<file path="config.mk">
export PLATFORM = sky130hd
export DESIGN_NAME = sdram_bus_arbiter_n
export DESIGN_NICKNAME = d
export VERILOG_FILES = /design/src/rtl/sdram_bus_arbiter_n.sv
export SDC_FILE = /design/constraint.sdc
export NUM_CORES = 1
export LEC_CHECK = 0
export ABC_CLOCK_PERIOD_IN_PS = 2420
export CAP_MARGIN = 5
export CORE_UTILIZATION = 32
export CTS_CLUSTER_DIAMETER = 40
export DETAILED_ROUTE_END_ITERATION = 8
export PLACE_DENSITY = 0.95
export SLEW_MARGIN = 20
export SYNTH_ARGS = -nofsm -noshare
export SYNTH_HDL_FRONTEND = slang
export SYNTH_SLANG_ARGS = --single-unit
</file>
<file path="constraint.sdc">
create_clock -name clk -period 2.42 [get_ports clk]
set_input_delay 0.363 -clock clk [delete_from_list [all_inputs] [get_ports clk]]
set_output_delay 0.363 -clock clk [all_outputs]
set_load 0.02 [all_outputs]
</file>
<file path="src/rtl/sdram_bus_arbiter_n.sv">
// N-master owner arbiter for the shared SDRAM command/address bus.
// Every ownership change runs a guarded NOP / LOAD MODE / NOP sequence.
module sdram_bus_arbiter_n #(
    parameter int unsigned NUM_MASTERS   = 2,
    parameter int unsigned ADDR_W        = 12,
    parameter int unsigned BA_W          = 2,
    parameter int unsigned CS_W          = 2,
    parameter int unsigned DQM_W         = 2,
    parameter int unsigned NOP_CYCLES    = 1,
    parameter int unsigned RESET_OWNER   = 0,
    parameter int unsigned DEFAULT_OWNER = 1,
    parameter int unsigned MAX_HOLD      = 0
) (
    input  logic                             clk,
    input  logic                             Reset_N,
    input  logic [NUM_MASTERS-1:0]           req,
    output logic [NUM_MASTERS-1:0]           grant,
    output logic                             busy,
    output logic [$clog2(NUM_MASTERS)-1:0]   owner_idx,
    input  logic [NUM_MASTERS*ADDR_W-1:0]    mode_bits,
    input  logic [NUM_MASTERS*ADDR_W-1:0]    SA_m,
    input  logic [NUM_MASTERS*BA_W-1:0]      BA_m,
    input  logic [NUM_MASTERS*CS_W-1:0]      CS_N_m,
    input  logic [NUM_MASTERS-1:0]           CKE_m,
    input  logic [NUM_MASTERS-1:0]           RAS_N_m,
    input  logic [NUM_MASTERS-1:0]           CAS_N_m,
    input  logic [NUM_MASTERS-1:0]           WE_N_m,
    input  logic [NUM_MASTERS*DQM_W-1:0]     DQM_m,
    output logic [ADDR_W-1:0]                SA,
    output logic [BA_W-1:0]                  BA,
    output logic [CS_W-1:0]                  CS_N,
    output logic                             CKE,
    output logic                             RAS_N,
    output logic                             CAS_N,
    output logic                             WE_N,
    output logic [DQM_W-1:0]                 DQM
);
    localparam int unsigned IDX_W  = $clog2(NUM_MASTERS);
    localparam int unsigned HOLD_W = (MAX_HOLD > 0) ? $clog2(MAX_HOLD + 1) : 1;
    localparam int unsigned PH_W   = (NOP_CYCLES > 1) ? $clog2(NOP_CYCLES) : 1;

    typedef enum logic [1:0] {OWN, NOP_PRE, LOAD_MODE, NOP_POST} state_t;

    state_t            state;
    logic [IDX_W-1:0]  owner;
    logic [IDX_W-1:0]  target;
    logic [HOLD_W-1:0] hold_cnt;
    logic [PH_W-1:0]   phase_cnt;

    logic [IDX_W-1:0]  sel_c;
    logic [IDX_W-1:0]  cand;
    logic              preempt;
    logic              found;

    // Target selection: keep owner unless preempted, else round-robin from owner+1.
    always_comb begin
        preempt = (MAX_HOLD != 0) && (hold_cnt == HOLD_W'(MAX_HOLD)) &&
                  (|(req & ~(NUM_MASTERS'(1) << owner)));
        found   = 1'b0;
        sel_c   = IDX_W'(DEFAULT_OWNER);
        cand    = '0;
        if (req[owner] && !preempt) begin
            found = 1'b1;
            sel_c = owner;
        end
        for (int unsigned k = 1; k <= NUM_MASTERS; k++) begin
            cand = IDX_W'((32'(owner) + k) % NUM_MASTERS);
            if (!found && req[cand] && !(preempt && cand == owner)) begin
                found = 1'b1;
                sel_c = cand;
            end
        end
    end

    always_ff @(posedge clk or negedge Reset_N) begin
        if (!Reset_N) begin
            state     <= OWN;
            owner     <= IDX_W'(RESET_OWNER);
            target    <= IDX_W'(RESET_OWNER);
            hold_cnt  <= '0;
            phase_cnt <= '0;
            grant     <= NUM_MASTERS'(1) << RESET_OWNER;
            busy      <= 1'b0;
            owner_idx <= IDX_W'(RESET_OWNER);
        end else begin
            unique case (state)
                OWN: begin
                    if (sel_c != owner) begin
                        state     <= NOP_PRE;
                        target    <= sel_c;
                        phase_cnt <= '0;
                        grant     <= '0;
                        busy      <= 1'b1;
                        owner_idx <= sel_c;
                    end else if (hold_cnt != HOLD_W'(MAX_HOLD)) begin
                        hold_cnt <= hold_cnt + HOLD_W'(1);
                    end
                end
                NOP_PRE: begin
                    if (phase_cnt == PH_W'(NOP_CYCLES - 1)) begin
                        state     <= LOAD_MODE;
                        phase_cnt <= '0;
                    end else begin
                        phase_cnt <= phase_cnt + PH_W'(1);
                    end
                end
                LOAD_MODE: begin
                    state <= NOP_POST;
                end
                NOP_POST: begin
                    if (phase_cnt == PH_W'(NOP_CYCLES - 1)) begin
                        state     <= OWN;
                        owner     <= target;
                        hold_cnt  <= '0;
                        phase_cnt <= '0;
                        grant     <= NUM_MASTERS'(1) << target;
                        busy      <= 1'b0;
                        owner_idx <= target;
                    end else begin
                        phase_cnt <= phase_cnt + PH_W'(1);
                    end
                end
                default: state <= OWN;
            endcase
        end
    end

    // Pin mux: owner's bus in OWN, arbiter-driven NOP/LOAD MODE while switching.
    always_comb begin
        SA    = '0;
        BA    = '0;
        CS_N  = '1;
        CKE   = 1'b0;
        RAS_N = 1'b1;
        CAS_N = 1'b1;
        WE_N  = 1'b1;
        DQM   = '1;
        for (int unsigned i = 0; i < NUM_MASTERS; i++) begin
            if (owner == IDX_W'(i)) begin
                SA    = SA_m[i*ADDR_W +: ADDR_W];
                BA    = BA_m[i*BA_W +: BA_W];
                CS_N  = CS_N_m[i*CS_W +: CS_W];
                CKE   = CKE_m[i];
                RAS_N = RAS_N_m[i];
                CAS_N = CAS_N_m[i];
                WE_N  = WE_N_m[i];
                DQM   = DQM_m[i*DQM_W +: DQM_W];
            end
        end
        if (state != OWN) begin
            SA    = '0;
            BA    = '0;
            CS_N  = '0;
            CKE   = 1'b1;
            DQM   = '1;
            RAS_N = (state != LOAD_MODE);
            CAS_N = (state != LOAD_MODE);
            WE_N  = (state != LOAD_MODE);
            for (int unsigned i = 0; i < NUM_MASTERS; i++) begin
                if (state == LOAD_MODE && target == IDX_W'(i)) begin
                    SA = mode_bits[i*ADDR_W +: ADDR_W];
                end
            end
        end
    end

endmodule

</file>
==> results of run 1 <==
report_power, final:
group | internal [W] | total [W] | switching (W)
clock | 0.0000632 | 0.000111 | 0.0000481
sequential | 0.000204 | 0.000245 | 0.0000410
combinational | 0.000833 | 0.00171 | 0.000875
total | 0.00110 | 0.00207 | 0.000965
logic make-up (layout without fill, tap and decap cells):
logic type               after synthesis  count (layout)  synth area share
AND/OR/NAND/NOR                       34              34             0.161
adder cells (fa/ha/maj)                4               4            0.0495
flip-flops                             8               8             0.199
AO/OA/AOI/OAI                         28              28             0.155
multiplexers                          35              35             0.363
buffers and inverters                 16             113            0.0730
final timing paths:
kind,to,cells past startpoint,from,slack [ns]
worst min-delay path,busy,1,Reset_N,0.38
worst max register to register,state[1],6,state[0],0.75
max in group asynchronous,grant[0],1,Reset_N,1.73
worst min register to register,grant[0],1,grant[0],0.49
worst max-delay path,BA[0],5,state[0],0.10
min in group clk,grant[0],1,grant[0],0.49
worst reg2reg max path: cells and delay by family, from the launching register on:
family	cells	cell delay (ns)
adders and majority gates	1	0.21
AOI/OAI and AO/OA	1	0.16
DFF	1	0.38
buffers and inverters	2	0.33
and+or+nand+nor	1	0.14
muxes	1	0.34
area by class of cell:
class	instances	area (um^2)
fill	240	937
multi-input combinational	101	738
tap	44	55.1
clock buffer	4	26.3
sequential	8	201
timing repair buffer	103	1050
inverter	6	22.5
timing repair:
| item | CTS | global route |
|---|---|---|
| endpoints found under the setup margin | 15 | 13 |
| hold buffers | 0 | 0 |
| resized for setup | 6 | 13 |
| endpoints found under the hold margin | 0 | 0 |
| setup buffers | 0 | 0 |
state kept, by name (all words and copies together), names as in the netlist:
register	flops
target	1
owner	1
busy	1
grant	2
state	2
owner_idx	1
metal layers:
metal,track usage,routed length [um],vias to the layer above,share of wire
met1,0.213,1370,551,0.39
met4,0.0578,61,0,0.017
met3,0.0424,276,6,0.078
li1,-,-,635,-
met2,0.340,1810,60,0.51
met5,0,0,-,0
synth_stat cells:
cell type                   count
sky130_fd_sc_hd__mux2i_1       22
sky130_fd_sc_hd__nand2_1       18
sky130_fd_sc_hd__o21ai_0       15
sky130_fd_sc_hd__mux2_2        13
sky130_fd_sc_hd__dfrtp_1        7
sky130_fd_sc_hd__inv_1          6
sky130_fd_sc_hd__nor2b_1        6
sky130_fd_sc_hd__a21oi_1        5
sky130_fd_sc_hd__buf_2          5
sky130_fd_sc_hd__ha_1           4
sky130_fd_sc_hd__clkbuf_1       3
sky130_fd_sc_hd__nor2_1         3
sky130_fd_sc_hd__nand2b_1       2
sky130_fd_sc_hd__o21ai_1        2
sky130_fd_sc_hd__o22ai_1        2
sky130_fd_sc_hd__o2bb2ai_1      2
sky130_fd_sc_hd__a22oi_1        1
sky130_fd_sc_hd__and3b_1        1
sky130_fd_sc_hd__buf_1          1
sky130_fd_sc_hd__buf_6          1
sky130_fd_sc_hd__dfstp_2        1
sky130_fd_sc_hd__nand3_1        1
sky130_fd_sc_hd__nand3b_1       1
sky130_fd_sc_hd__o221ai_1       1
sky130_fd_sc_hd__or2_0          1
sky130_fd_sc_hd__or3_1          1
stage by stage:
step	cells	setup TNS, ns	instance area, um^2	util	power [W]
after floorplan	125	0	1010	-	0.00128
after global placement	262	0	2030	0.671	0.00197
after detailed placement	262	0	2030	0.671	0.00200
after CTS	266	0	2060	0.680	0.00210
after global routing	266	-0.0116	2090	0.690	0.00221
final	266	0	2090	0.690	0.00207
==> results.rst, run 1 <==
.. list-table::
   :header-rows: 1

   * - Metric
     - Value
   * - Outcome
     - complete, no violations
   * - Achievable Freq
     - 432 MHz
   * - Rows
     - 20
   * - Gate count of the mapped netlist
     - 125
   * - Final period util
     - 0.957
   * - Clock tree from TritonCTS
     - built
   * - Minimum period implied by the final worst setup slack
     - 2.32 ns
   * - Mean number of vias per cell
     - 4.71
   * - Largest clock skew in the final design
     - 0.0118 ns
   * - Number of synthesis warnings
     - 0
   * - Final weighted congestion in routability-driven placement
     - 0.711
   * - Root Buffer
     - sky130_fd_sc_hd__clkbuf_4
   * - Floorplan die area
     - 3390 um^2
   * - Critical path's largest stage delay
     - 0.61 ns
   * - Count of input and output buffers
     - 97
   * - CTS Buffer Depth
     - 2
   * - Final setup viols
     - 0
   * - Dpl hpwl
     - 2830 um
   * - Cell chain of the critical path
     - inv_1, ha_1, buf_6, nor2b_1, clkdlybuf4s50_1
   * - Number of DRC markers in iteration 0
     - 48
   * - Proportion of synthesized chip area in sequential cells
     - 0.199
   * - Top area cells in the synthesized netlist
     - sky130_fd_sc_hd__mux2i_1 22%, sky130_fd_sc_hd__dfrtp_1 17%, sky130_fd_sc_hd__mux2_2 14%, sky130_fd_sc_hd__o21ai_0 7.4%, sky130_fd_sc_hd__nand2_1 6.7%
   * - Worst relative slew slack
     - 0.761
   * - Total number of vias
     - 1252
   * - Number of maximum-capacitance constraint violations
     - 0
   * - Hold Crit Class
     - in2async
   * - Post-synth top area share
     - 0.218
   * - Starting density of the core
     - 0.334
   * - Critical path capture point type
     - output pin
   * - GR Overflow Total
     - 0
   * - Power density over cell area
     - 988 nW/um^2
   * - Number of clock buffers inserted by TritonCTS
     - 3
   * - Crit path launch type
     - register
   * - Hold Slack
     - 0.375 ns
   * - Final layout net count
     - 299
   * - Count of endpoints failing hold in the final timing report
     - 0
   * - Number of clock sinks
     - 8
   * - Critical Path AT
     - 1.95 ns
   * - Share of final-layout standard cells stronger than drive strength 1
     - 0.108
   * - Setup slack after layout
     - 0.105 ns
   * - Worst-Skew Late Latency
     - 0.26 ns
   * - Clock-pin slew on the worst setup and hold paths
     - 0.06 ns
   * - Maximum net fanout on the critical path
     - 24
   * - Static Leak
     - 1.00 nW
   * - Net Count, Synth
     - 201
   * - Kind of cell adding the most delay to the critical path
     - buffers and inverters
   * - GRT Overall Usage
     - 0.186
   * - Maximum VDD drop
     - 601 uV
   * - Most frequent cells in the layout
     - 80 x sky130_fd_sc_hd__clkdlybuf4s50_1, 22 x sky130_fd_sc_hd__mux2i_1, 18 x sky130_fd_sc_hd__nand2_1
   * - I/O Pins
     - 98
   * - Dominant cell type by area after synthesis
     - sky130_fd_sc_hd__mux2i_1
   * - Post-route DRC violation count
     - 0
   * - Drt total wl
     - 3520 um
   * - Post-synthesis instance area
     - 1010 um^2
   * - Maximum number of pins on one net before global-route repair
     - 25
   * - Number of distinct library cells after synthesis
     - 26
   * - Total core area
     - 3030 um^2
   * - Cell type of the slowest stage on the worst timing path
     - sky130_fd_sc_hd__clkdlybuf4s50_1
   * - Pins Over Slew Limit
     - 0
   * - Synth-to-layout area growth
     - 107%
   * - Slew at the pin closest to its max-slew limit
     - 0.357 ns
   * - Width of the chip
     - 58.2 um
   * - First-pass GRT wire length
     - 4890 um
   * - Synthesized flop and latch total
     - 8
   * - Worst setup slack before clock tree synthesis
     - 0.189 ns
   * - Number of search-and-repair iterations in the first detailed-routing pass
     - 4
   * - Wire per inst
     - 13.2 um
   * - Startpoint-to-endpoint class of the critical path
     - reg2out
   * - Mean Syn Cell Area
     - 8.09 um^2
   * - Vias in the first global route
     - 1089
   * - Buffers and inverters on the worst path
     - 3
   * - Die Height
     - 58.2 um
   * - Worst endpoint required time
     - 2.06 ns
   * - Number of nets with antenna violations after detailed routing
     - 0
   * - Number of levels in the clock H-tree
     - 1
   * - Most common cell after layout, fill and taps aside
     - sky130_fd_sc_hd__clkdlybuf4s50_1
   * - Number of antenna violations at the first check in global routing
     - 0
   * - Number of antenna repair diodes
     - 0
Power figures use the tool's default switching activity.
==> run 2, diff against run 1 <==
--- a/config.mk
+++ b/config.mk
@@ -9,6 +9,7 @@
 export CAP_MARGIN = 5
 export CORE_UTILIZATION = 32
 export CTS_CLUSTER_DIAMETER = 40
+export CTS_CLUSTER_SIZE = 40
 export DETAILED_ROUTE_END_ITERATION = 8
 export PLACE_DENSITY = 0.95
 export SLEW_MARGIN = 20
==> results of run 2 <==
The final DEF is identical to that of run 1; final timing and power are the same.
==> variant 1: new RTL, config.mk and constraints of run 2 <==
Reset style: synchronous (`Reset_N`), changed in one clocked block.
--- a/src/rtl/sdram_bus_arbiter_n.sv
+++ b/src/rtl/sdram_bus_arbiter_n.sv
@@ -73,5 +73,5 @@
     end
 
-    always_ff @(posedge clk or negedge Reset_N) begin
+    always_ff @(posedge clk) begin
         if (!Reset_N) begin
             state     <= OWN;
Function: differs if Reset_N is asserted again (counterexample within 4 cycles, from zero or initial values and one cycle with Reset_N low); with Reset_N held inactive, the same outputs for 10 cycles.
==> variant 1 against run 2 <==
  * Synthesized area up 1.5%
  * Total power decreased by 14%
  * Sequential cell count is the same
  * Design area fell by 0.24%
  * Die area rose by 1.4%
  * Core utilization is 0.73 points lower
  * Wire length is 12% higher
  * Setup slack about the same
  * Largest power group unchanged
==> variant 1: results (changes against run 2) <==
status:
  status: "finished, final reports clean"
place:
  dp.cells: 268  # +2.3%
  place.gp.congestion: 0.8083  # +14%
  placed_area_sq_mm: 0.002021  # -0.49%
synthesis:
  synth-compound-area-share_pct: 17.20  # +1.7 points
  syn_avg_cell_area_sq_um: 7.773  # -3.9%
  synthDistinctLibCells: 30  # +15%
  muxShareOfSynthArea_pct: 34.63  # -1.6 points
  synth_fa_ha_area_share_pct: 4.878  # -0.072 points
  syn_nets: 208  # +3.5%
  ys_seq_area_share_pct: 15.61  # -4.3 points
sta:
  clock_skew_ns: 0.002126  # -0.009711 ns
critical_path:
  cp-endpoint: "SA[0]"
  reg2reg_to: "grant[0]"
  timing.rr.start: "state[1]"
  path_max_fanout: 31  # +29%
  reg2reg_slack_ns: 0.85  # +0.10 ns
route:
  drtIter0Drc: 76  # +58%
  drt-wirelength-per-cell_um: 14.49  # +9.6%
  wirelength_mm: 3.926  # +12%
  vias: 1367  # +9.2%
power_and_ir_drop:
  power_frac_clock_pct: 5.7  # +0.3 points
  leakage_nw: 0.9255  # -7.8%
  swShare_pct: 47.45  # +0.74 points
grt:
  grt_max_degree: 32  # +28%
  grt_pass1_wl_mm: 5.920  # +21%
final_layout:
  drive_above_1_share_pct: 5.286  # -5.5 points
  fin_nets: 305  # +2.0%
min_path:
  worst_hold_path_type: "register to register"
[variant 1: area by class of cell]
cell class / count / area [sq um]
Tap cell: 44 / 55.05
Sequential cell: 8 / 160.2
Clock buffer: 3 / 22.52
Fill cell: 247 / 967.2
Multi-Input combinational cell: 109 / 785.8
Timing Repair Buffer: 102 / 1044
Inverter: 5 / 18.77
[variant 1: worst min path at each step]
| stage | cells past startpoint | endpoint | slack, ns | from |
|---|---|---|---|---|
| global route | 2 | grant[1] | 0.49 | grant[1] |
| finish | 2 | grant[1] | 0.47 | grant[1] |
| global placement | 2 | grant[1] | 0.46 | grant[1] |
| CTS | 2 | grant[1] | 0.47 | grant[1] |
| detailed placement | 2 | grant[1] | 0.46 | grant[1] |
| floorplan | 2 | state[1] | 0.48 | state[1] |
[variant 1: logic make-up (layout without fill, tap and decap cells)]
kind of cell | Yosys count | in the layout
muxes | 34 | 34
and+or+nand+nor | 40 | 40
buffers and inverters | 15 | 110
DFF | 8 | 8
AOI/OAI and AO/OA | 31 | 31
adders and majority gates | 4 | 4
[variant 1: timing repair]
item,4_1_cts,5_1_grt
endpoints found under the setup margin,14,18
gates resized for setup,2,15
pin swaps,0,0
setup buffers,0,0
[variant 1: per-layer routing]
layer  track usage [%]  up-vias  wire (um)
li1                  -      660          -
met3             5.934       15        375
met5                 0        -          0
met2             43.02       72       2038
met1             22.59      620       1400
met4             9.524        0        111
[variant 1: stage by stage]
step	power, mW	setup slack (ns)
2_1_floorplan	1.033	0.7255
3_3_place_gp	1.628	0.2395
3_5_place_dp	1.660	0.1649
4_1_cts	1.769	-0.004398
5_1_grt	1.891	0.009238
6_report	1.769	0.1051
==> variant 2: new RTL, flow settings as in run 2 <==
Made on the original files. Change the parameter `NUM_MASTERS` from 2 to 4.
--- a/src/rtl/sdram_bus_arbiter_n.sv
+++ b/src/rtl/sdram_bus_arbiter_n.sv
@@ -2,5 +2,5 @@
 // Every ownership change runs a guarded NOP / LOAD MODE / NOP sequence.
 module sdram_bus_arbiter_n #(
-    parameter int unsigned NUM_MASTERS   = 2,
+    parameter int unsigned NUM_MASTERS   = 4,
     parameter int unsigned ADDR_W        = 12,
     parameter int unsigned BA_W          = 2,
Ports: changed (12 resized); port bits go from 98 to 171. The function was not compared with the original's and may differ.
==> variant 2 against run 2 <==
  * The run now ends with setup timing left
  * Synthesized area up 100%
  * Total power rose to 2.5 times the old value
  * Wire length rose to 3.0 times the old value
  * Sequential cell count up 5
  * Design area up 110%
  * Clock skew down 0.0092 ns
  * Global-route usage up 11 points
  * Setup slack worse by 0.21 ns
  * Critical endpoint is now SA[4]
==> variant 2: results (changes against run 2) <==
status:
  status: "finished, violations left"
  violations: "setup timing"
synthesis:
  synth-compound-area-share_pct: 35.04  # +20 points
  synth_fa_ha_area_share_pct: 4.258  # -0.69 points
  synthDistinctLibCells: 45  # +73%
  muxShareOfSynthArea_pct: 19.95  # -16 points
  synth_xor_area_share_pct: 0.4258  # +0.43 points
final_layout:
  fillCellCount: 439  # +83%
  drive_above_1_share_pct: 27.21  # +16 points
  final_cells: 538  # +100%
sta:
  fin_ws_ns: -0.1061  # -0.2107 ns
  setup_viol: 10  # +10
  clock_skew_ns: 0.002624  # -0.009214 ns
  hold_ws_ns: 0.4965  # +0.1213 ns
  fin_tns_setup_ns: -0.5548  # -0.5548 ns
critical_path:
  cp-endpoint: "SA[4]"
  crit_arrival_ns: 2.16  # +0.21 ns
  reg2reg_slack_ns: -0.08  # -0.83 ns
  r2r_cells: 10  # +4
  reg2reg_to: "owner_idx[1]"
clock_tree:
  insertion_delay_ns: 0.24  # -0.02 ns
grt:
  grt_max_degree: 32  # +28%
  gr-usage-met2_pct: 55.12  # +21 points
  grtUsageTotal_pct: 29.43  # +11 points
  groute.layer.met3.usage_pct: 11.32  # +7.1 points
  grt.met1_usage_pct: 28.21  # +6.9 points
route:
  met1_length_mm: 3.562  # +160%
  vias: 3035  # +140%
  dr_wl_met2_mm: 5.647  # +210%
  drtIter0Drc: 141  # +190%
place:
  dp_slack_ns: -0.5391  # -0.7282 ns
  dpl.hpwl_mm: 7.742  # +170%
  dp.cells: 523  # +100%
power_and_ir_drop:
  leakage_nw: 1.772  # +76%
==> variant 2: cell types whose count changed after synthesis, moves of 6 or more <==
cell	before	now
mux2_2	13	1
mux4_2	0	15
mux2i_1	22	5
clkbuf_1	3	24
nand2_1	18	37
o22ai_1	2	8
nor2_1	3	25
a21oi_1	5	25
a22oi_1	1	14
a22o_1	0	12
o21ai_0	15	29
==> variant 2: final cells by class <==
cell class	instances	area [sq um]	area share [%]
sequential	13	327.8	7.516
clock buffer	4	45.04	1.033
multi-input combinational	219	1748	40.07
inverter	10	42.54	0.9753
tap	75	93.84	2.151
timing repair buffer	217	2105	48.25
==> variant 2: power breakdown <==
part | leakage (nW) | switching, mW | internal (mW)
Clock | 0.0228 | 0.0777 | 0.116
Sequential | 0.160 | 0.125 | 0.327
Combinational | 1.59 | 2.24 | 2.29
==> variant 2: timing repair <==
item,4_1_cts,5_1_grt
pin swaps,10,10
cloned,2,1
gates resized for setup,99,70
buffers inserted,5,3
endpoints found under the setup margin,32,33
